## src/rtl/fir_pkg.sv

```systemverilog
// Shared types and widths for the FIR driver block.
package fir_pkg;
    localparam int SAMPLE_W = 8;
    localparam int RESULT_W = 16;
    localparam int IDX_W    = 3;

    typedef enum logic [2:0] {
        IDLE   = 3'd0,
        LOAD_W = 3'd1,
        STREAM = 3'd2,
        DRAIN  = 3'd3,
        DONE   = 3'd4
    } fir_state_e;
endpackage

```

## src/rtl/fir_res_fifo.sv

```systemverilog
// Result FIFO: power-of-two depth, pointers wrap modulo depth, push and pop may coincide.
module fir_res_fifo #(
    parameter int DEPTH = 4,
    parameter int W     = 16
) (
    input  logic                     clk,
    input  logic                     rst,
    input  logic                     push,
    input  logic [W-1:0]             push_data,
    input  logic                     pop,
    output logic [W-1:0]             head_data,
    output logic                     empty,
    output logic                     full,
    output logic [$clog2(DEPTH):0]   count
);
    localparam int PTR_W = $clog2(DEPTH);
    localparam logic [PTR_W:0] FULL_CNT = (PTR_W+1)'(DEPTH);

    logic [W-1:0]     mem_q [DEPTH];
    logic [W-1:0]     mem_d [DEPTH];
    logic [PTR_W-1:0] wr_ptr_q, wr_ptr_d, rd_ptr_q, rd_ptr_d;
    logic [PTR_W:0]   count_q, count_d;
    logic             do_push_s, do_pop_s;

    // A full FIFO still takes a push when the same cycle frees a slot.
    assign do_pop_s  = pop && (count_q != '0);
    assign do_push_s = push && ((count_q != FULL_CNT) || do_pop_s);

    // Next-state for storage, pointers and occupancy.
    always_comb begin
        mem_d    = mem_q;
        wr_ptr_d = wr_ptr_q;
        rd_ptr_d = rd_ptr_q;
        count_d  = count_q;
        if (do_push_s) begin
            mem_d[wr_ptr_q] = push_data;
            wr_ptr_d        = wr_ptr_q + PTR_W'(1);
        end else begin
            wr_ptr_d = wr_ptr_q;
        end
        if (do_pop_s) begin
            rd_ptr_d = rd_ptr_q + PTR_W'(1);
        end else begin
            rd_ptr_d = rd_ptr_q;
        end
        case ({do_push_s, do_pop_s})
            2'b10:   count_d = count_q + (PTR_W+1)'(1);
            2'b01:   count_d = count_q - (PTR_W+1)'(1);
            default: count_d = count_q;
        endcase
    end

    // FIFO state registers.
    always_ff @(posedge clk or negedge rst) begin
        if (!rst) begin
            for (int i = 0; i < DEPTH; i++) mem_q[i] <= '0;
            wr_ptr_q <= '0;
            rd_ptr_q <= '0;
            count_q  <= '0;
        end else begin
            mem_q    <= mem_d;
            wr_ptr_q <= wr_ptr_d;
            rd_ptr_q <= rd_ptr_d;
            count_q  <= count_d;
        end
    end

    assign head_data = mem_q[rd_ptr_q];
    assign empty     = (count_q == '0);
    assign full      = (count_q == FULL_CNT);
    assign count     = count_q;
endmodule

```

## src/rtl/fir_driver.sv

```systemverilog
// FIR driver: loads shadow coefficients, streams samples under credit, collects results.
// Optional checksum accumulator enabled by FIR_DRIVER_CHECKSUM_EN.
module fir_driver
    import fir_pkg::*;
#(
    parameter int NUM_TAPS       = 7,
    parameter int RES_FIFO_DEPTH = 4
) (
    input  logic                clk,
    input  logic                rst,
    input  logic [SAMPLE_W-1:0] host_w_data,
    input  logic [IDX_W-1:0]    host_w_idx,
    input  logic                host_w_we,
    input  logic                start,
    input  logic [15:0]         run_len,
    input  logic [SAMPLE_W-1:0] smp_data,
    input  logic                smp_valid,
    output logic                smp_ready,
    output logic [SAMPLE_W-1:0] weight_data,
    output logic [IDX_W-1:0]    weight_idx,
    output logic                weight_valid,
    input  logic                weight_ready,
    output logic [SAMPLE_W-1:0] input_data,
    output logic                input_valid,
    input  logic                input_ready,
    input  logic [RESULT_W-1:0] output_data,
    input  logic                output_valid,
    output logic                output_ready,
    output logic [RESULT_W-1:0] res_data,
    output logic                res_valid,
    input  logic                res_ready,
    output logic                busy,
    output logic                done,
    output logic [15:0]         sample_count,
    output logic [23:0]         checksum
);
    localparam int CNT_W = $clog2(RES_FIFO_DEPTH) + 1;
    localparam logic [IDX_W:0]   NUM_TAPS_X = (IDX_W+1)'(NUM_TAPS);
    localparam logic [IDX_W-1:0] LAST_K     = IDX_W'(NUM_TAPS - 1);
    localparam logic [CNT_W:0]   DEPTH_X    = (CNT_W+1)'(RES_FIFO_DEPTH);

    fir_state_e         state_q, state_d;
    logic [IDX_W-1:0]   k_q, k_d;
    logic [15:0]        run_len_q, run_len_d;
    logic [15:0]        sample_count_q, sample_count_d;
    logic [CNT_W-1:0]   outstanding_q, outstanding_d;
    logic [SAMPLE_W-1:0] shadow_q [NUM_TAPS];
    logic [SAMPLE_W-1:0] shadow_d [NUM_TAPS];

    logic               in_stream_s, credit_s, in_hs_s, out_hs_s, pop_s, start_acc_s;
    logic               fifo_full_s, fifo_empty_s;
    logic [CNT_W-1:0]   fifo_count_s;
    logic [CNT_W:0]     inflight_s;

    assign in_stream_s  = (state_q == STREAM);
    assign inflight_s   = {1'b0, outstanding_q} + {1'b0, fifo_count_s};
    assign credit_s     = (inflight_s < DEPTH_X);
    assign input_valid  = in_stream_s & smp_valid & credit_s;
    assign smp_ready    = in_stream_s & input_ready & credit_s;
    assign input_data   = in_stream_s ? smp_data : '0;
    assign in_hs_s      = input_valid & input_ready;
    // Gated by rst so the capture side reads not-ready while reset is held.
    assign output_ready = rst & ~fifo_full_s;
    assign out_hs_s     = output_valid & output_ready;
    assign res_valid    = ~fifo_empty_s;
    assign pop_s        = res_valid & res_ready;
    assign start_acc_s  = (state_q == IDLE) & start;

    assign weight_valid = (state_q == LOAD_W);
    assign weight_idx   = weight_valid ? k_q : '0;
    assign weight_data  = weight_valid ? shadow_q[k_q] : '0;
    assign busy         = (state_q != IDLE);
    assign done         = (state_q == DONE);
    assign sample_count = sample_count_q;

    // Sequencing, counters and shadow-file update.
    always_comb begin
        state_d        = state_q;
        k_d            = k_q;
        run_len_d      = run_len_q;
        sample_count_d = sample_count_q;
        shadow_d       = shadow_q;
        if (in_hs_s && !out_hs_s) begin
            outstanding_d = outstanding_q + CNT_W'(1);
        end else if (!in_hs_s && out_hs_s) begin
            outstanding_d = outstanding_q - CNT_W'(1);
        end else begin
            outstanding_d = outstanding_q;
        end
        case (state_q)
            IDLE: begin
                if (start) begin
                    state_d        = LOAD_W;
                    k_d            = '0;
                    run_len_d      = run_len;
                    sample_count_d = 16'd0;
                    outstanding_d  = '0;
                end else begin
                    state_d = IDLE;
                end
            end
            LOAD_W: begin
                if (weight_ready && (k_q == LAST_K)) begin
                    state_d = (run_len_q == 16'd0) ? DONE : STREAM;
                    k_d     = '0;
                end else if (weight_ready) begin
                    k_d = k_q + IDX_W'(1);
                end else begin
                    k_d = k_q;
                end
            end
            STREAM: begin
                if (in_hs_s) begin
                    sample_count_d = sample_count_q + 16'd1;
                    state_d = (sample_count_q + 16'd1 == run_len_q) ? DRAIN : STREAM;
                end else begin
                    state_d = STREAM;
                end
            end
            DRAIN: begin
                state_d = (outstanding_q == '0) ? DONE : DRAIN;
            end
            DONE:    state_d = IDLE;
            default: state_d = IDLE;
        endcase
        // Taps already presented during a load are frozen so the beat stays stable.
        if (host_w_we && ({1'b0, host_w_idx} < NUM_TAPS_X) &&
            !((state_q == LOAD_W) && (host_w_idx <= k_q))) begin
            shadow_d[host_w_idx] = host_w_data;
        end else begin
            shadow_d = shadow_q;
        end
    end

    // Control state registers.
    always_ff @(posedge clk or negedge rst) begin
        if (!rst) begin
            state_q        <= IDLE;
            k_q            <= '0;
            run_len_q      <= 16'd0;
            sample_count_q <= 16'd0;
            outstanding_q  <= '0;
            for (int i = 0; i < NUM_TAPS; i++) shadow_q[i] <= '0;
        end else begin
            state_q        <= state_d;
            k_q            <= k_d;
            run_len_q      <= run_len_d;
            sample_count_q <= sample_count_d;
            outstanding_q  <= outstanding_d;
            shadow_q       <= shadow_d;
        end
    end

    fir_res_fifo #(
        .DEPTH (RES_FIFO_DEPTH),
        .W     (RESULT_W)
    ) u_res_fifo (
        .clk       (clk),
        .rst       (rst),
        .push      (out_hs_s),
        .push_data (output_data),
        .pop       (pop_s),
        .head_data (res_data),
        .empty     (fifo_empty_s),
        .full      (fifo_full_s),
        .count     (fifo_count_s)
    );

`ifdef FIR_DRIVER_CHECKSUM_EN
    logic [23:0] checksum_q, checksum_d;

    // Running sum of popped results, restarted by an accepted start.
    always_comb begin
        checksum_d = start_acc_s ? 24'd0 : checksum_q;
        if (pop_s) begin
            checksum_d = checksum_d + {8'd0, res_data};
        end else begin
            checksum_d = checksum_d;
        end
    end

    // Checksum register.
    always_ff @(posedge clk or negedge rst) begin
        if (!rst) begin
            checksum_q <= 24'd0;
        end else begin
            checksum_q <= checksum_d;
        end
    end

    assign checksum = checksum_q;
`else
    logic unused_start_acc_s;
    assign unused_start_acc_s = start_acc_s;
    assign checksum = 24'd0;
`endif
endmodule

```

## config.mk

```make
export PLATFORM = sky130hd
export DESIGN_NAME = fir_driver
export DESIGN_NICKNAME = d
export VERILOG_FILES = /design/src/rtl/fir_pkg.sv /design/src/rtl/fir_res_fifo.sv /design/src/rtl/fir_driver.sv
export SDC_FILE = /design/constraint.sdc
export NUM_CORES = 1
export LEC_CHECK = 0
export BUFFER_PORTS_ARGS = -buffer_cell sky130_fd_sc_hd__buf_4
export CAP_MARGIN = 10
export CORE_MARGIN = 3
export CORE_UTILIZATION = 40
export DETAILED_ROUTE_END_ITERATION = 10
export HOLD_SLACK_MARGIN = 0.03
export SYNTH_ARGS = -nofsm -noshare
export SYNTH_HDL_FRONTEND = slang
export SYNTH_SLANG_ARGS = --single-unit
```

## constraint.sdc

```tcl
create_clock -name clk -period 3.9 [get_ports clk]
set_input_delay 0.195 -clock clk [delete_from_list [all_inputs] [get_ports clk]]
set_output_delay 0.195 -clock clk [all_outputs]
set_load 0.01 [all_outputs]
```

==> impl_metrics.env, run 1 <==
export IMPL_outcome="completed"
export IMPL_gp_congestion=0.8769
export IMPL_dieHeight_um=152.9
export IMPL_clock_sinks=168
export IMPL_synth_edf_count=0
export IMPL_grt_usage_pct=17.71
export IMPL_dr_pass1_iters=6
export IMPL_layout_commonest_cell="dfrtp_1"
export IMPL_max_stage_delay_ns=0.61
export IMPL_first_iter_violations=351
export IMPL_ir_drop_mv=0.3560
export IMPL_io_pins=142
export IMPL_hpwl_um=14490
export IMPL_syn_cell_area_um2=8631
export IMPL_rsz0062_at_grt="false"
export IMPL_cts_buffers=17
export IMPL_synth_cell_types=60
export IMPL_coreArea_um2=21090
export IMPL_end_kind="flip-flop"
export IMPL_cts_resized=0
export IMPL_io_buffer_count=117
export IMPL_drive_gt1_share_pct=34.88
export IMPL_cap_violations=0
export IMPL_cp_num_cells=7
export IMPL_critPathRequiredTime_ns=4.21
export IMPL_grt_pass1_vias=6247
export IMPL_critPathTopFamily="simple AND/OR/NAND/NOR gates"
export IMPL_hold_class="primary input to flip-flop"
export IMPL_crit_chain="clkinv_1 > ha_1 > o21a_1 > o21ai_1 > a211o_1 > or3b_1 > mux2_4"
export IMPL_start_kind="flip-flop"
export IMPL_rows=53
export IMPL_setup_viol=0
export IMPL_num_vias=5900
export IMPL_h_tree_depth=4
export IMPL_finalWirelength_um=20330
export IMPL_cts_path_max_buffers=2
export IMPL_cts_tree="done"
export IMPL_finalCritPeriodShare_pct=74.65
export IMPL_die_w_um=152.9
export IMPL_tns_ns=0
export IMPL_timing_rr_start="k_q[2]"
export IMPL_cp_max_fo=13
export IMPL_finalMaxSlewViolations=0
export IMPL_routedWlPerCell_um=18.19
export IMPL_ys_flop_type="dfrtp_1"
export IMPL_dr_max_layer_used="met4"
export IMPL_cpMaxStageDelayCell="or3b_1"
export IMPL_cts_root_buffer="clkbuf_16"
export IMPL_arrival_ns=3.22
export IMPL_yosysTopAreaCellShare_pct=48.71
export IMPL_max_freq_mhz=343.5
export IMPL_viasPerCell=5.277
export IMPL_p_total_mw=7.823
export IMPL_synthToLayoutAreaGrowth_pct=23.57
export IMPL_ys_warn_count=0
export IMPL_worstSetupStartpoint="k_q[2]"
export IMPL_synth_seq_cells=168
export IMPL_yosysSeqAreaShare_pct=48.71
export IMPL_clock_skew_final_ns=0.01123
export IMPL_hp_start="host_w_data[2]"
export IMPL_antenna_found_initial=0
export IMPL_grt_pass1_wl_um=33520
export IMPL_final_cell_mix="168 x dfrtp_1, 123 x buf_4, 95 x mux2_2"
export IMPL_netlist_instances=690
export IMPL_final_antenna_net_count=0
export IMPL_antennaDiodeCount=0
export IMPL_die_area_um2=23380
export IMPL_critical_path_class="flip-flop to flip-flop"
export IMPL_worst_pin_slew_ns=1.125
export IMPL_holdPathStages=2
export IMPL_synthTopCellsByArea="dfrtp_1 49%, mux2_2 12%, mux4_2 6.3%"
export IMPL_wl_met1_um=9249
export IMPL_met2_length_um=9713
export IMPL_grt_ovfl_total=0
export IMPL_hold_viol=0
export IMPL_dr_wl_met3_um=1115
export IMPL_synth_area_leader_cell="dfrtp_1"
export IMPL_clock_latency_ns=0.43
export IMPL_grt_max_degree=78
export IMPL_power_per_cell_area_nw_per_um2=733.5
export IMPL_path_buf_inv=1
export IMPL_slew_headroom_pct=24.72
export IMPL_post_cts_buffers=0
export IMPL_drc=0
export IMPL_fin_nets=907
export IMPL_initial_core_util_pct=40.93
export IMPL_path_clk_slew_ns=0.07
export IMPL_p_leak_nw=4.766
export IMPL_layout_min_cycle_time_ns=2.912
export IMPL_syn_area_per_cell_um2=12.51
export IMPL_async_flop_share_pct=100.0
export IMPL_r2r_cells=7
-- power by group --
| part | switching [mW] | leakage (nW) | internal, mW |
|---|---|---|---|
| logic | 1.27 | 2.37 | 1.62 |
| registers | 0.546 | 2.06 | 2.44 |
| clock network | 0.715 | 0.336 | 1.23 |
| total | 2.53 | 4.77 | 5.29 |
-- kinds of logic after synthesis --
kind of cell | after synthesis | share of synthesized area (%)
compound gates | 80 | 5.988
xor+xnor | 31 | 3.146
flops | 168 | 48.71
fa+ha+maj | 17 | 2.551
buf+inv | 77 | 4.813
other cells | 1 | 0.04345
simple gates | 147 | 9.249
mux | 169 | 25.50
-- state kept, by name (all words and copies together) (netlist names) --
| register | flops |
|---|---|
| k_q | 3 |
| outstanding_q | 3 |
| run_len_q | 16 |
| sample_count | 16 |
| shadow_q | 56 |
| state_q | 3 |
| u_res_fifo.count | 3 |
| u_res_fifo.mem_q | 64 |
| u_res_fifo.rd_ptr_q | 2 |
| u_res_fifo.wr_ptr_q | 2 |
-- path summary, 6_finish.rpt --
kind | slack, ns | to
worst max-delay path | 0.99 | shadow_q[9]
worst min-delay path | 0.08 | shadow_q[42]
worst max register to register | 0.99 | shadow_q[9]
worst min register to register | 0.49 | shadow_q[4]
max in group asynchronous | 1.62 | shadow_q[48]
min in group asynchronous | 0.18 | run_len_q[7]
-- per-stage QoR --
step	worst slack [ns]	cells	hold slack, ns	instance area [um2]	utilization, %
2_1_floorplan	0.9382	713	-0.1006	8717	-
5_1_grt	0.8161	1118	0.05953	10670	50.58
6_report	0.9885	1118	0.07621	10670	50.58
4_1_cts	0.9931	1118	0.05945	10670	50.58
3_3_place_gp	1.127	1053	0.05667	9653	45.78
3_5_place_dp	1.008	1053	0.06189	9653	45.78
-- Yosys cell counts (7+ instances only) --
| cell type | instances |
|---|---|
| a221oi_1 | 8 |
| o31ai_1 | 7 |
| o21ai_1 | 15 |
| ha_1 | 16 |
| nand2_1 | 30 |
| nor2_1 | 36 |
| mux2_4 | 8 |
| buf_2 | 17 |
| nor3_1 | 16 |
| xnor2_1 | 20 |
| xor2_1 | 11 |
| clkbuf_1 | 13 |
| dfrtp_1 | 168 |
| buf_4 | 28 |
| and2_1 | 14 |
| o21ai_0 | 16 |
| nand4_1 | 7 |
| mux2_2 | 95 |
| mux4_2 | 24 |
| a21oi_1 | 12 |
| inv_1 | 16 |
| mux2_1 | 40 |
| nand3_1 | 12 |
-- area by class of cell --
class | instances | area [um2]
inverter | 18 | 67.56
multi-input combinational | 468 | 4103
tap | 275 | 344.1
timing repair buffer | 157 | 1265
clock inverter | 14 | 242.7
sequential | 168 | 4204
clock buffer | 18 | 439.2
fill | 1861 | 10420
-- metal layers --
| layer | vias up | GRT usage (%) |
|---|---|---|
| li1 | 2736 | - |
| met1 | 2973 | 23.47 |
| met2 | 175 | 28.94 |
| met3 | 16 | 5.125 |
| met5 | - | 0 |
| met4 | 0 | 4.328 |
-- what timing repair did --
item,in CTS,in global routing
hold endpoints to repair,94,0
hold buffers,33,0
endpoints found under the setup margin,0,0
(Power assumes the default switching activity.)
==> run 2, diff against run 1 <==
==> constraint.sdc (replaced) <==
create_clock -name clk -period 2.7 [get_ports clk]
set_input_delay 0.135 -clock clk [delete_from_list [all_inputs] [get_ports clk]]
set_output_delay 0.135 -clock clk [all_outputs]
set_load 0.01 [all_outputs]
==> impl_metrics.env, run 2 (synthesized netlist as in run 1, its figures left out) <==
export IMPL_outcome="completed"
export IMPL_end_kind="flip-flop"
export IMPL_viasPerCell=5.273
export IMPL_nFillCells=1780
export IMPL_rrSetupSlack_ns=0.23
export IMPL_r2r_cells=8
export IMPL_p_leak_nw=4.834
export IMPL_clock_skew_final_ns=0.009290
export IMPL_worst_pin_slew_ns=1.013
export IMPL_final_antenna_net_count=0
export IMPL_cp_num_cells=8
export IMPL_timing_rr_start="k_q[1]"
export IMPL_post_cts_buffers=0
export IMPL_drive_gt1_share_pct=35.80
export IMPL_fin_nets=930
export IMPL_largestRegisters="u_res_fifo.mem_q x64, shadow_q x56"
export IMPL_power_per_cell_area_nw_per_um2=1032
export IMPL_antenna_found_initial=0
export IMPL_die_w_um=152.9
export IMPL_grt_ovfl_total=0
export IMPL_critPathRequiredTime_ns=3.02
export IMPL_grt_pass1_vias=6323
export IMPL_antennaDiodeCount=0
export IMPL_final_cell_mix="168 x dfrtp_1, 138 x buf_4, 95 x mux2_2"
export IMPL_p_total_mw=11.14
export IMPL_cpMaxStageDelayCell="or3b_1"
export IMPL_layout_min_cycle_time_ns=2.475
export IMPL_setup_viol=0
export IMPL_grt_max_degree=81
export IMPL_io_buffer_count=117
export IMPL_cts_tree="done"
export IMPL_dieHeight_um=152.9
export IMPL_rsz0062_at_grt="false"
export IMPL_die_area_um2=23380
export IMPL_rows=53
export IMPL_first_iter_violations=277
export IMPL_h_tree_depth=4
export IMPL_crit_chain="inv_1 > ha_1 > nor2b_1 > o21a_1 > o21ai_1 > a211o_1 > or3b_1 > mux2_4"
export IMPL_r2r_end="shadow_q[14]"
export IMPL_dr_pass1_iters=4
export IMPL_cts_buffers=17
export IMPL_drc=0
export IMPL_ir_drop_mv=0.5403
export IMPL_arrival_ns=2.79
export IMPL_clock_latency_ns=0.43
export IMPL_num_vias=6017
export IMPL_hold_class="primary input to async pin"
export IMPL_hpwl_um=14190
export IMPL_start_kind="flip-flop"
export IMPL_layout_commonest_cell="dfrtp_1"
export IMPL_cp_max_fo=8
export IMPL_max_freq_mhz=404.1
export IMPL_cts_root_buffer="clkbuf_16"
export IMPL_initial_core_util_pct=40.93
export IMPL_cts_path_max_buffers=2
export IMPL_grt_usage_pct=17.48
export IMPL_critical_path_class="flip-flop to flip-flop"
export IMPL_top_register="u_res_fifo.mem_q"
export IMPL_stdcell_count=1141
export IMPL_io_pins=142
export IMPL_finalWirelength_um=20240
export IMPL_max_stage_delay_ns=0.61
export IMPL_hold_viol=0
export IMPL_coreArea_um2=21090
export IMPL_critPathTopFamily="simple AND/OR/NAND/NOR gates"
export IMPL_path_clk_slew_ns=0.08
export IMPL_cap_violations=0
export IMPL_finalMaxSlewViolations=0
export IMPL_gp_congestion=0.8589
export IMPL_fin_hold_ws_ns=0.1056
export IMPL_tns_ns=0
export IMPL_grt_pass1_wl_um=33300
export IMPL_largest_reg_flops=64
export IMPL_clock_sinks=168
export IMPL_synthToLayoutAreaGrowth_pct=25.05
export IMPL_routedWlPerCell_um=17.74
export IMPL_slew_headroom_pct=32.44
export IMPL_finalCritPeriodShare_pct=91.66
export IMPL_post_place_cells=1068
export IMPL_path_buf_inv=1
[run 2: cell count changes in the layout (fill, tap and decap cells not counted), moves of 4 or more]
| cell | delta |
|---|---|
| buf_4 | +15 |
| bufinv_16 | -4 |
| inv_8 | +5 |
| dlygate4sd3_1 | +8 |
[run 2: through the flow]
step	utilization [%]	worst slack (ns)	instance area (um2)
2_1_floorplan	-	0.03056	8722
3_3_place_gp	46.31	0.3056	9766
3_5_place_dp	46.31	0.2458	9766
4_1_cts	51.15	0.2349	10790
5_1_grt	51.18	0.05470	10790
6_report	51.18	0.2253	10790
[run 2: what timing repair did]
action,in CTS,in global routing
hold buffers,41,0
hold endpoints to repair,154,0
resized for setup,0,2
endpoints found under the setup margin,0,1
[run 2: routing by layer]
layer  wire length, um  part of all wire [%]  vias to the layer above  global-route usage (%)
met4               158                  0.78                        0                   3.479
met2              9802                    48                      162                   28.91
met5                 0                     0                        -                       0
met1              9092                    45                     3067                   23.27
li1                  -                     -                     2776                       -
met3              1191                   5.9                       12                   4.955
[run 2: final cells by class]
class	count	area, um2	area share, %
tap	275	344.1	3.188
clock buffer	17	425.4	3.942
clock inverter	15	185.2	1.716
inverter	18	67.56	0.6260
multi-input combinational	468	4109	38.07
timing repair buffer	180	1458	13.51
sequential	168	4204	38.95
[run 2: power breakdown]
part / leakage (nW) / total (mW) / internal, mW / switching, mW
logic: 2.48 / 4.39 / 2.43 / 1.96
registers: 2.06 / 4.22 / 3.52 / 0.694
clock network: 0.301 / 2.53 / 1.41 / 1.12
[run 2: worst max-delay path by stage]
stage	startpoint	end	slack, ns
after floorplan	k_q[1]	shadow_q[10]	0.03
after global placement	k_q[1]	shadow_q[13]	0.31
after detailed placement	k_q[1]	shadow_q[12]	0.25
after CTS	sample_count[0]	state_q[0]	0.23
after global routing	sample_count[0]	state_q[0]	0.05
final	k_q[1]	shadow_q[14]	0.23
